--- config.mk ---
export PLATFORM = sky130hd
export DESIGN_NAME = sn_gen_arbiter_flat
export DESIGN_NICKNAME = d
export VERILOG_FILES = /design/src/rtl/sn_gen_arbiter_pkg.sv /design/src/rtl/sn_gen_arbiter_if.sv /design/src/rtl/sn_gen_arbiter_rr_pick.sv /design/src/rtl/sn_gen_arbiter.sv /design/src/flat_wrapper.sv
export SDC_FILE = /design/constraint.sdc
export NUM_CORES = 1
export LEC_CHECK = 0
export ABC_AREA = 1
export CAP_MARGIN = 30
export CORE_MARGIN = 3
export CORE_UTILIZATION = 40
export CTS_CLUSTER_DIAMETER = 40
export DETAILED_ROUTE_END_ITERATION = 12
export GPL_TIMING_DRIVEN = 0
export PLACE_DENSITY = 0.79
export SLEW_MARGIN = 20
export SYNTH_ARGS = -nofsm -noshare
export SYNTH_HDL_FRONTEND = slang
export SYNTH_SLANG_ARGS = --single-unit
--- constraint.sdc ---
create_clock -name i_clk_sn_arb -period 2 [get_ports i_clk_sn_arb]
set_input_delay 0.4 -clock i_clk_sn_arb [delete_from_list [all_inputs] [get_ports i_clk_sn_arb]]
set_output_delay 0.4 -clock i_clk_sn_arb [all_outputs]
set_load 0.02 [all_outputs]
--- src/rtl/sn_gen_arbiter_pkg.sv ---
// ----------------------------------------------------------------------------
// sn_arb_pkg
// Shared types and constants for the stochastic-number generator arbiter.
//   sn_arb_state_e : scheduler FSM states
//   SN_STREAM_LEN  : nominal bitstream length of the shared generator
//   SN_CNT_W       : width of the stream-length counter (saturates at 31)
//   sn_operand_t   : one generator operand, four 4-bit values
// ----------------------------------------------------------------------------
package sn_arb_pkg;

    typedef enum logic [2:0] {
        ST_IDLE     = 3'd0,
        ST_LOAD     = 3'd1,
        ST_WAIT_GEN = 3'd2,
        ST_RUN      = 3'd3,
        ST_STOP     = 3'd4,
        ST_DONE     = 3'd5
    } sn_arb_state_e;

    localparam int SN_STREAM_LEN = 16;
    localparam int SN_CNT_W      = 5;

    typedef logic [3:0][3:0] sn_operand_t;

endpackage

--- src/rtl/sn_gen_arbiter_if.sv ---
// ----------------------------------------------------------------------------
// sn_gen_arbiter_if
// Bundles the requester side and the generator side of the arbiter.
//   Requesters : i_req_valid, i_req_x_bn -> o_req_ready (one-hot accept)
//   Control    : i_abort
//   Generator  : o_gen_x_bn, o_gen_start, o_gen_stop <- i_gen_isgen
//   Completion : o_done, o_done_id, o_done_len, o_done_abort, o_err
//   Status     : o_busy, o_dbg_state (current FSM state)
// Handshake: a job is transferred in the cycle where i_req_valid[n] and
// o_req_ready[n] are both high; a requester keeps valid and its operand
// stable until then and may withdraw valid at any time before.
// modport slave is taken by the arbiter, modport master by its environment.
// ----------------------------------------------------------------------------
interface sn_gen_arbiter_if
    import sn_arb_pkg::*;
#(
    parameter int NUM_REQ = 4
) ();
    localparam int ID_W = $clog2(NUM_REQ);

    logic        [NUM_REQ-1:0] i_req_valid;
    sn_operand_t [NUM_REQ-1:0] i_req_x_bn;
    logic        [NUM_REQ-1:0] o_req_ready;
    logic                      i_abort;
    sn_operand_t               o_gen_x_bn;
    logic                      o_gen_start;
    logic                      o_gen_stop;
    logic                      i_gen_isgen;
    logic                      o_done;
    logic        [ID_W-1:0]    o_done_id;
    logic        [SN_CNT_W-1:0] o_done_len;
    logic                      o_done_abort;
    logic                      o_err;
    logic                      o_busy;
    sn_arb_state_e             o_dbg_state;

    modport slave (
        input  i_req_valid, i_req_x_bn, i_abort, i_gen_isgen,
        output o_req_ready, o_gen_x_bn, o_gen_start, o_gen_stop,
               o_done, o_done_id, o_done_len, o_done_abort, o_err,
               o_busy, o_dbg_state
    );

    modport master (
        output i_req_valid, i_req_x_bn, i_abort, i_gen_isgen,
        input  o_req_ready, o_gen_x_bn, o_gen_start, o_gen_stop,
               o_done, o_done_id, o_done_len, o_done_abort, o_err,
               o_busy, o_dbg_state
    );

endinterface

--- src/rtl/sn_gen_arbiter_rr_pick.sv ---
// ----------------------------------------------------------------------------
// rr_pick
// Combinational circular priority encoder: picks the first set bit of
// valid_i at or after ptr_i, wrapping around.
//   valid_i [NUM_REQ] : request bits
//   ptr_i   [ID_W]    : search start position (must be < NUM_REQ)
//   grant_o [NUM_REQ] : one-hot winner (zero when nothing is valid)
//   id_o    [ID_W]    : binary winner index
// ----------------------------------------------------------------------------
module rr_pick #(
    parameter int NUM_REQ = 4,
    parameter int ID_W    = $clog2(NUM_REQ)
) (
    input  logic [NUM_REQ-1:0] valid_i,
    input  logic [ID_W-1:0]    ptr_i,
    output logic [NUM_REQ-1:0] grant_o,
    output logic [ID_W-1:0]    id_o
);
    localparam logic [ID_W:0] NUM_REQ_W = (ID_W+1)'(NUM_REQ);

    logic            found;
    logic [ID_W:0]   idx;

    always_comb begin
        grant_o = '0;
        id_o    = '0;
        found   = 1'b0;
        idx     = '0;
        for (int i = 0; i < NUM_REQ; i++) begin
            // ptr + i stays below 2*NUM_REQ, so one subtraction wraps it.
            idx = {1'b0, ptr_i} + (ID_W+1)'(i);
            if (idx >= NUM_REQ_W) idx = idx - NUM_REQ_W;
            if (!found && valid_i[idx[ID_W-1:0]]) begin
                found                  = 1'b1;
                grant_o[idx[ID_W-1:0]] = 1'b1;
                id_o                   = idx[ID_W-1:0];
            end
        end
    end

endmodule

--- src/rtl/sn_gen_arbiter.sv ---
// ----------------------------------------------------------------------------
// sn_gen_arbiter
// Round-robin scheduler sharing one stochastic-number generator among
// NUM_REQ layer units. Accepts a job, latches its operand, pulses the
// generator start, counts the cycles the generator reports busy and returns
// a tagged completion pulse. Supports abort (stop pulse) mid-stream.
//   i_clk_sn_arb : clock
//   i_rst_sn_arb : synchronous active-high reset
//   bus          : sn_gen_arbiter_if.slave (requests, generator, completion)
// Optional feature: define SN_ARB_TIMEOUT_EN to give up on a generator that
// does not raise busy within TIMEOUT cycles of start (o_err pulse).
// ----------------------------------------------------------------------------
module sn_gen_arbiter
    import sn_arb_pkg::*;
#(
    parameter int NUM_REQ    = 4,
    parameter int STREAM_LEN = SN_STREAM_LEN,
    parameter int TIMEOUT    = 4
) (
    input  logic             i_clk_sn_arb,
    input  logic             i_rst_sn_arb,
    sn_gen_arbiter_if.slave  bus
);
    localparam int ID_W = $clog2(NUM_REQ);

    if (NUM_REQ < 2 || NUM_REQ > 8 || STREAM_LEN < 1 || STREAM_LEN > 31 || TIMEOUT < 1) begin : g_cfg_err
        $error("sn_gen_arbiter: unsupported parameter set");
    end

    sn_arb_state_e        state_q, state_d;
    logic [ID_W-1:0]      rr_ptr_q, rr_ptr_d;
    logic [ID_W-1:0]      id_q, id_d;
    sn_operand_t          x_q, x_d;
    logic [SN_CNT_W-1:0]  cnt_q, cnt_d;
    logic                 abort_q, abort_d;
    logic                 stop_q, stop_d;
    logic [NUM_REQ-1:0]   pick_grant;
    logic [ID_W-1:0]      pick_id;
    logic [NUM_REQ-1:0]   req_ready;

`ifdef SN_ARB_TIMEOUT_EN
    localparam int TMO_W = $clog2(TIMEOUT + 1);
    logic [TMO_W-1:0]     tmo_q, tmo_d;
    logic                 err_q, err_d;
`endif

    rr_pick #(.NUM_REQ(NUM_REQ), .ID_W(ID_W)) u_pick (
        .valid_i (bus.i_req_valid),
        .ptr_i   (rr_ptr_q),
        .grant_o (pick_grant),
        .id_o    (pick_id)
    );

    always_comb begin
        state_d   = state_q;
        rr_ptr_d  = rr_ptr_q;
        id_d      = id_q;
        x_d       = x_q;
        cnt_d     = cnt_q;
        abort_d   = abort_q;
        stop_d    = 1'b0;
        req_ready = '0;
`ifdef SN_ARB_TIMEOUT_EN
        tmo_d     = tmo_q;
        err_d     = 1'b0;
`endif
        case (state_q)
            ST_IDLE: begin
                if (|bus.i_req_valid) begin
                    req_ready = pick_grant;
                    x_d       = bus.i_req_x_bn[pick_id];
                    id_d      = pick_id;
                    abort_d   = 1'b0;
                    state_d   = ST_LOAD;
                end
            end
            ST_LOAD: begin
                cnt_d   = '0;
`ifdef SN_ARB_TIMEOUT_EN
                tmo_d   = '0;
`endif
                state_d = ST_WAIT_GEN;
            end
            ST_WAIT_GEN: begin
                if (bus.i_abort) begin
                    stop_d  = 1'b1;
                    abort_d = 1'b1;
                    state_d = ST_STOP;
                end else if (bus.i_gen_isgen) begin
                    cnt_d   = SN_CNT_W'(1);
                    state_d = ST_RUN;
                end
`ifdef SN_ARB_TIMEOUT_EN
                else if (tmo_q == TMO_W'(TIMEOUT - 1)) begin
                    // Generator never came up: stop it and close the job
                    // through STOP, which sees busy low and moves on.
                    stop_d  = 1'b1;
                    err_d   = 1'b1;
                    abort_d = 1'b1;
                    cnt_d   = '0;
                    state_d = ST_STOP;
                end else begin
                    tmo_d = tmo_q + 1'b1;
                end
`endif
            end
            ST_RUN: begin
                // The abort cycle still counts a busy cycle.
                if (bus.i_gen_isgen && (cnt_q != '1)) cnt_d = cnt_q + 1'b1;
                if (bus.i_abort) begin
                    stop_d  = 1'b1;
                    abort_d = 1'b1;
                    state_d = ST_STOP;
                end else if (!bus.i_gen_isgen) begin
                    state_d = ST_DONE;
                end
            end
            ST_STOP: begin
                if (!bus.i_gen_isgen) state_d = ST_DONE;
            end
            ST_DONE: begin
                rr_ptr_d = (id_q == ID_W'(NUM_REQ - 1)) ? '0 : id_q + 1'b1;
                state_d  = ST_IDLE;
            end
            default: state_d = ST_IDLE;
        endcase
    end

    always_ff @(posedge i_clk_sn_arb) begin
        if (i_rst_sn_arb) begin
            state_q  <= ST_IDLE;
            rr_ptr_q <= '0;
            id_q     <= '0;
            x_q      <= '0;
            cnt_q    <= '0;
            abort_q  <= 1'b0;
            stop_q   <= 1'b0;
`ifdef SN_ARB_TIMEOUT_EN
            tmo_q    <= '0;
            err_q    <= 1'b0;
`endif
        end else begin
            state_q  <= state_d;
            rr_ptr_q <= rr_ptr_d;
            id_q     <= id_d;
            x_q      <= x_d;
            cnt_q    <= cnt_d;
            abort_q  <= abort_d;
            stop_q   <= stop_d;
`ifdef SN_ARB_TIMEOUT_EN
            tmo_q    <= tmo_d;
            err_q    <= err_d;
`endif
        end
    end

    // Completion fields are only meaningful during the DONE pulse and read
    // as zero otherwise.
    assign bus.o_req_ready  = req_ready;
    assign bus.o_gen_x_bn   = x_q;
    assign bus.o_gen_start  = (state_q == ST_LOAD);
    assign bus.o_gen_stop   = stop_q;
    assign bus.o_done       = (state_q == ST_DONE);
    assign bus.o_done_id    = (state_q == ST_DONE) ? id_q : '0;
    assign bus.o_done_len   = (state_q == ST_DONE) ? cnt_q : '0;
    assign bus.o_done_abort = (state_q == ST_DONE) && abort_q;
    assign bus.o_busy       = (state_q != ST_IDLE);
    assign bus.o_dbg_state  = state_q;
`ifdef SN_ARB_TIMEOUT_EN
    assign bus.o_err        = err_q;
`else
    assign bus.o_err        = 1'b0;
`endif

endmodule
--- src/flat_wrapper.sv ---
// flat-port wrapper written by rule: the top's interface ports become plain ports
module sn_gen_arbiter_flat import sn_arb_pkg::*;
#(
    parameter int NUM_REQ    = 4,
    parameter int STREAM_LEN = SN_STREAM_LEN,
    parameter int TIMEOUT    = 4
)
  (i_clk_sn_arb, i_rst_sn_arb, bus_i_req_valid, bus_i_req_x_bn, bus_i_abort, bus_i_gen_isgen, bus_o_req_ready, bus_o_gen_x_bn, bus_o_gen_start, bus_o_gen_stop, bus_o_done, bus_o_done_id, bus_o_done_len, bus_o_done_abort, bus_o_err, bus_o_busy, bus_o_dbg_state);
  sn_gen_arbiter_if #(.NUM_REQ(NUM_REQ)) bus_i ();
  input  logic i_clk_sn_arb;
  input  logic i_rst_sn_arb;
  input wire logic [$bits(bus_i.i_req_valid)-1:0] bus_i_req_valid;
  input wire logic [$bits(bus_i.i_req_x_bn)-1:0] bus_i_req_x_bn;
  input wire logic [$bits(bus_i.i_abort)-1:0] bus_i_abort;
  input wire logic [$bits(bus_i.i_gen_isgen)-1:0] bus_i_gen_isgen;
  output wire logic [$bits(bus_i.o_req_ready)-1:0] bus_o_req_ready;
  output wire logic [$bits(bus_i.o_gen_x_bn)-1:0] bus_o_gen_x_bn;
  output wire logic [$bits(bus_i.o_gen_start)-1:0] bus_o_gen_start;
  output wire logic [$bits(bus_i.o_gen_stop)-1:0] bus_o_gen_stop;
  output wire logic [$bits(bus_i.o_done)-1:0] bus_o_done;
  output wire logic [$bits(bus_i.o_done_id)-1:0] bus_o_done_id;
  output wire logic [$bits(bus_i.o_done_len)-1:0] bus_o_done_len;
  output wire logic [$bits(bus_i.o_done_abort)-1:0] bus_o_done_abort;
  output wire logic [$bits(bus_i.o_err)-1:0] bus_o_err;
  output wire logic [$bits(bus_i.o_busy)-1:0] bus_o_busy;
  output wire logic [$bits(bus_i.o_dbg_state)-1:0] bus_o_dbg_state;
  assign bus_i.i_req_valid = bus_i_req_valid;
  assign bus_i.i_req_x_bn = bus_i_req_x_bn;
  assign bus_i.i_abort = bus_i_abort;
  assign bus_i.i_gen_isgen = bus_i_gen_isgen;
  assign bus_o_req_ready = bus_i.o_req_ready;
  assign bus_o_gen_x_bn = bus_i.o_gen_x_bn;
  assign bus_o_gen_start = bus_i.o_gen_start;
  assign bus_o_gen_stop = bus_i.o_gen_stop;
  assign bus_o_done = bus_i.o_done;
  assign bus_o_done_id = bus_i.o_done_id;
  assign bus_o_done_len = bus_i.o_done_len;
  assign bus_o_done_abort = bus_i.o_done_abort;
  assign bus_o_err = bus_i.o_err;
  assign bus_o_busy = bus_i.o_busy;
  assign bus_o_dbg_state = bus_i.o_dbg_state;
  sn_gen_arbiter #(.NUM_REQ(NUM_REQ), .STREAM_LEN(STREAM_LEN), .TIMEOUT(TIMEOUT)) u_core (.i_clk_sn_arb(i_clk_sn_arb), .i_rst_sn_arb(i_rst_sn_arb), .bus(bus_i));
endmodule
==> results of run 1 <==
## registers in the layout, indices dropped and copies added (netlist names)
| register | count |
|---|---|
| u_core.rr_ptr_q | 2 |
| u_core.bus.o_gen_x_bn | 16 |
| u_core.bus.o_dbg_state | 3 |
| u_core.id_q | 2 |
| u_core.abort_q | 1 |
| u_core.cnt_q | 5 |
| u_core.bus.o_gen_stop | 1 |
## worst reg2reg max path: cells and delay by family, from the launching register on
kind	cells	cell delay, ns
flip-flops	1	0.39
buffers and inverters	5	0.49
AND/OR/NAND/NOR	9	0.83
adder cells (fa/ha/maj)	1	0.29
## layout make-up
cell class / instances / area, µm² / share of cell area
flip-flops and latches: 30 / 609 / 0.147
clock inverters: 1 / 30.0 / 0.00723
multi-input cells: 301 / 1600 / 0.385
repair buffers: 127 / 1180 / 0.285
well taps: 75 / 93.8 / 0.0226
inverters: 106 / 413 / 0.0994
clock buffers: 6 / 82.6 / 0.0199
plain buffers: 18 / 141 / 0.0340
## metal layers
layer	vias up	GRT usage	share of wire
met2	157	0.401	0.51
met5	-	0	0
met1	1450	0.271	0.39
li1	1661	-	-
met4	0	0.0935	0.016
met3	12	0.0390	0.086
## cells in the mapped netlist
library cell | count | area (µm²)
a211oi_1 | 3 | 22.5
a21oi_1 | 10 | 50.1
a31oi_1 | 1 | 6.26
buf_1 | 1 | 3.75
buf_2 | 6 | 30.0
buf_4 | 5 | 37.5
buf_6 | 1 | 11.3
clkbuf_1 | 6 | 22.5
clkinv_1 | 1 | 3.75
conb_1 | 1 | 3.75
dfxtp_1 | 30 | 601
ha_1 | 11 | 138
inv_1 | 103 | 387
inv_2 | 2 | 7.51
nand2_1 | 94 | 353
nand2_2 | 4 | 25.0
nand2_4 | 2 | 22.5
nand3_1 | 71 | 355
nand3_2 | 2 | 20.0
nand3b_1 | 16 | 120
nand4_1 | 5 | 31.3
nor2_1 | 57 | 214
nor2_2 | 2 | 12.5
nor2_4 | 2 | 22.5
nor3_1 | 4 | 20.0
nor3b_1 | 1 | 7.51
o21a_1 | 1 | 7.51
o21ai_0 | 11 | 55.1
o22ai_1 | 2 | 12.5
o31ai_1 | 1 | 7.51
## repair_timing
item / 4_1_cts / 5_1_grt
setup buffers: 19 / 2
pin swaps: 19 / 14
setup endpoints to repair: 33 / 32
resized for setup: 83 / 37
## report_power, final
group / total, mW / leakage (nW) / switching (mW) / internal, mW
sequential: 0.814 / 0.249 / 0.0860 / 0.728
clock: 0.646 / 0.0573 / 0.247 / 0.399
combinational: 1.61 / 1.86 / 0.894 / 0.720
total: 3.07 / 2.17 / 1.23 / 1.85
## metrics by stage
stage               worst slack [ns]  std cells
finish                        -0.240        664
global route                  -0.366        664
CTS                           -0.195        662
detailed placement             -1.09        637
global placement               -1.09        637
floorplan                    0.00635        456
## kinds of logic after synthesis
group           count (synthesis)
compound gates                 29
buf+inv                       125
flops                          30
fa+ha+maj                      11
simple gates                  260
other cells                     1
## worst max-delay path by stage
stage | endpoint | startpoint | cells after the start
global placement | bus_o_req_ready[0] | bus_i_req_valid[3] | 10
global route | bus_o_req_ready[0] | u_core.rr_ptr_q[0]$_SDFFE_PP0P_ | 13
finish | bus_o_req_ready[1] | u_core.rr_ptr_q[0]$_SDFFE_PP0P_ | 13
floorplan | bus_o_req_ready[0] | u_core.rr_ptr_q[1]$_SDFFE_PP0P_ | 12
detailed placement | bus_o_req_ready[3] | bus_i_req_valid[1] | 10
CTS | bus_o_req_ready[1] | u_core.rr_ptr_q[0]$_SDFFE_PP0P_ | 13
==> impl_metrics.tcl, run 1 <==
set metrics [dict create \
    holdCritPathClass "reg -> reg" \
    path_max_fanout 5 \
    diodes 0 \
    endpoint_kind "output port" \
    detail_route.vias_per_cell 4.94 \
    ys_types 30 \
    vias 3280 \
    ys_warn_count 0 \
    grt_pass1_wl_mm 13.7 \
    synth_simple_gate_area_frac 0.461 \
    hpwlAfterDp_mm 6.25 \
    syn2layout_area_growth_pct 59.1 \
    tightest_slew_ns 0.572 \
    synthMuxAreaShare 0 \
    fin_setup_tns_ns -1.46 \
    wl_per_cell_um 13.0 \
    ant_nets 0 \
    grt-ovfl-total 0 \
    fp.dieH_um 86.8 \
    rows 28 \
    violations "negative setup slack" \
    crit_family "simple AND/OR/NAND/NOR gates" \
    synth-seq-cells 30 \
    crit_required_ns 1.60 \
    antenna_found_initial 0 \
    synth_top_family_by_area "simple AND/OR/NAND/NOR gates" \
    finalNetCount 672 \
    grt_setup_unrepaired "yes" \
    synth_adder_area_share 0.0527 \
    crit_type "reg -> out" \
    synth_compound_area_frac 0.0618 \
    fmax_mhz 446 \
    synth-xor-area-share 0 \
    numCtsBuffers 5 \
    layout_min_cycle_time_ns 2.24 \
    finalWirelength_mm 8.66 \
    grt_max_degree 13 \
    num_io_pins 108 \
    path_cells "inv_8, ha_4, inv_4, nand2_2, nand2_2, nor2_4, nand2_2, inv_2, nand2_1, nand4_1, nand2_1, inv_1, buf_6" \
    final_common_cell "inv_1" \
    drtPass1Iterations 5 \
    cts_sinks 30 \
    cp_num_buf_inv 5 \
    slowest_delay_ns 0.39 \
    grt_pass1_vias 3103 \
    fill_cells 528 \
    cp.arrival_ns 1.84 \
    status "finished, violations left" \
    initial_utilization 0.426 \
    drv_slew 0 \
    ir_worst_vdd_uv 416 \
    hold_depth 2 \
    fin_skew_ns 0.00755 \
    drt_iter0_markers 116 \
    cts_tree "yes" \
    dieArea_um2 7530 \
    rr_startpoint "u_core.rr_ptr_q[0]$_SDFFE_PP0P_" \
    cts_root_buf "clkbuf_8" \
    layout_common_cells "94 x inv_1, 87 x clkdlybuf4s50_1, 83 x nand2_1, 69 x nand3_1, 53 x nor2_1" \
    critPathSlowestCell "dfxtp_4" \
    clock_latency_ns 0.29 \
    power_mw 3.07 \
    ff2ff_path_depth 15 \
    path_common_cell "nand2_2" \
    avgSynthCellArea_um2 5.72 \
    timing.final.crit_share 1.12 \
    synthCells 456 \
    cp-start-kind "register" \
    core_um2 6130 \
    place_congestion 0.828 \
    holdBufCountCts 0 \
    postLayoutSetupSlackWorst_ns -0.240 \
    drc 0 \
    synthesis.area_um2 2610 \
    p_leak_nw 2.17 \
    dpl_cell_area_um2 3780 \
    cts.clk_slew.worst_paths_ns 0.07 \
    hold_slack_ns 0.493 \
    port_buffers 106 \
    h-tree-depth 2 \
    worstHoldEndpoint "u_core.cnt_q[4]$_SDFFE_PP0P_" \
    setup_viol_count_final 18 \
    r2r_end "u_core.bus.o_gen_x_bn[4]$_SDFFE_PP0P_" \
    fin_area_um2 4150 \
    synth.net_count 539 \
    ff2ff_setup_slack_ns -0.10 \
    synth_seq_area_share 0.230 \
    die_w_um 86.8 \
    worstHoldStart "u_core.cnt_q[4]$_SDFFE_PP0P_" \
    maxCapViolCount 0 \
    utilization 0.677 \
    power_density_nw_per_um2 740 \
    cts_buffer_depth 2 \
    slew_headroom 0.619 \
    hold_viol 0 \
    drive_gt1_frac 0.175 \
    track_usage 0.227 \
]
No activity file was read; power rests on OpenSTA's default activity.
==> inputs of run 2 (changes only) <==
SKIP_LAST_GASP = 1   (was unset)
==> results of run 2 <==
Final layout, timing and power as in run 1 (identical DEF).
Main changes from that run: number of gates resized after CTS 83 -> 81; wire length of the first global-routing pass 13700 µm -> 13800 µm; via count of the first global-routing pass 3103 -> 3109; overall routing resource usage 0.227 -> 0.228
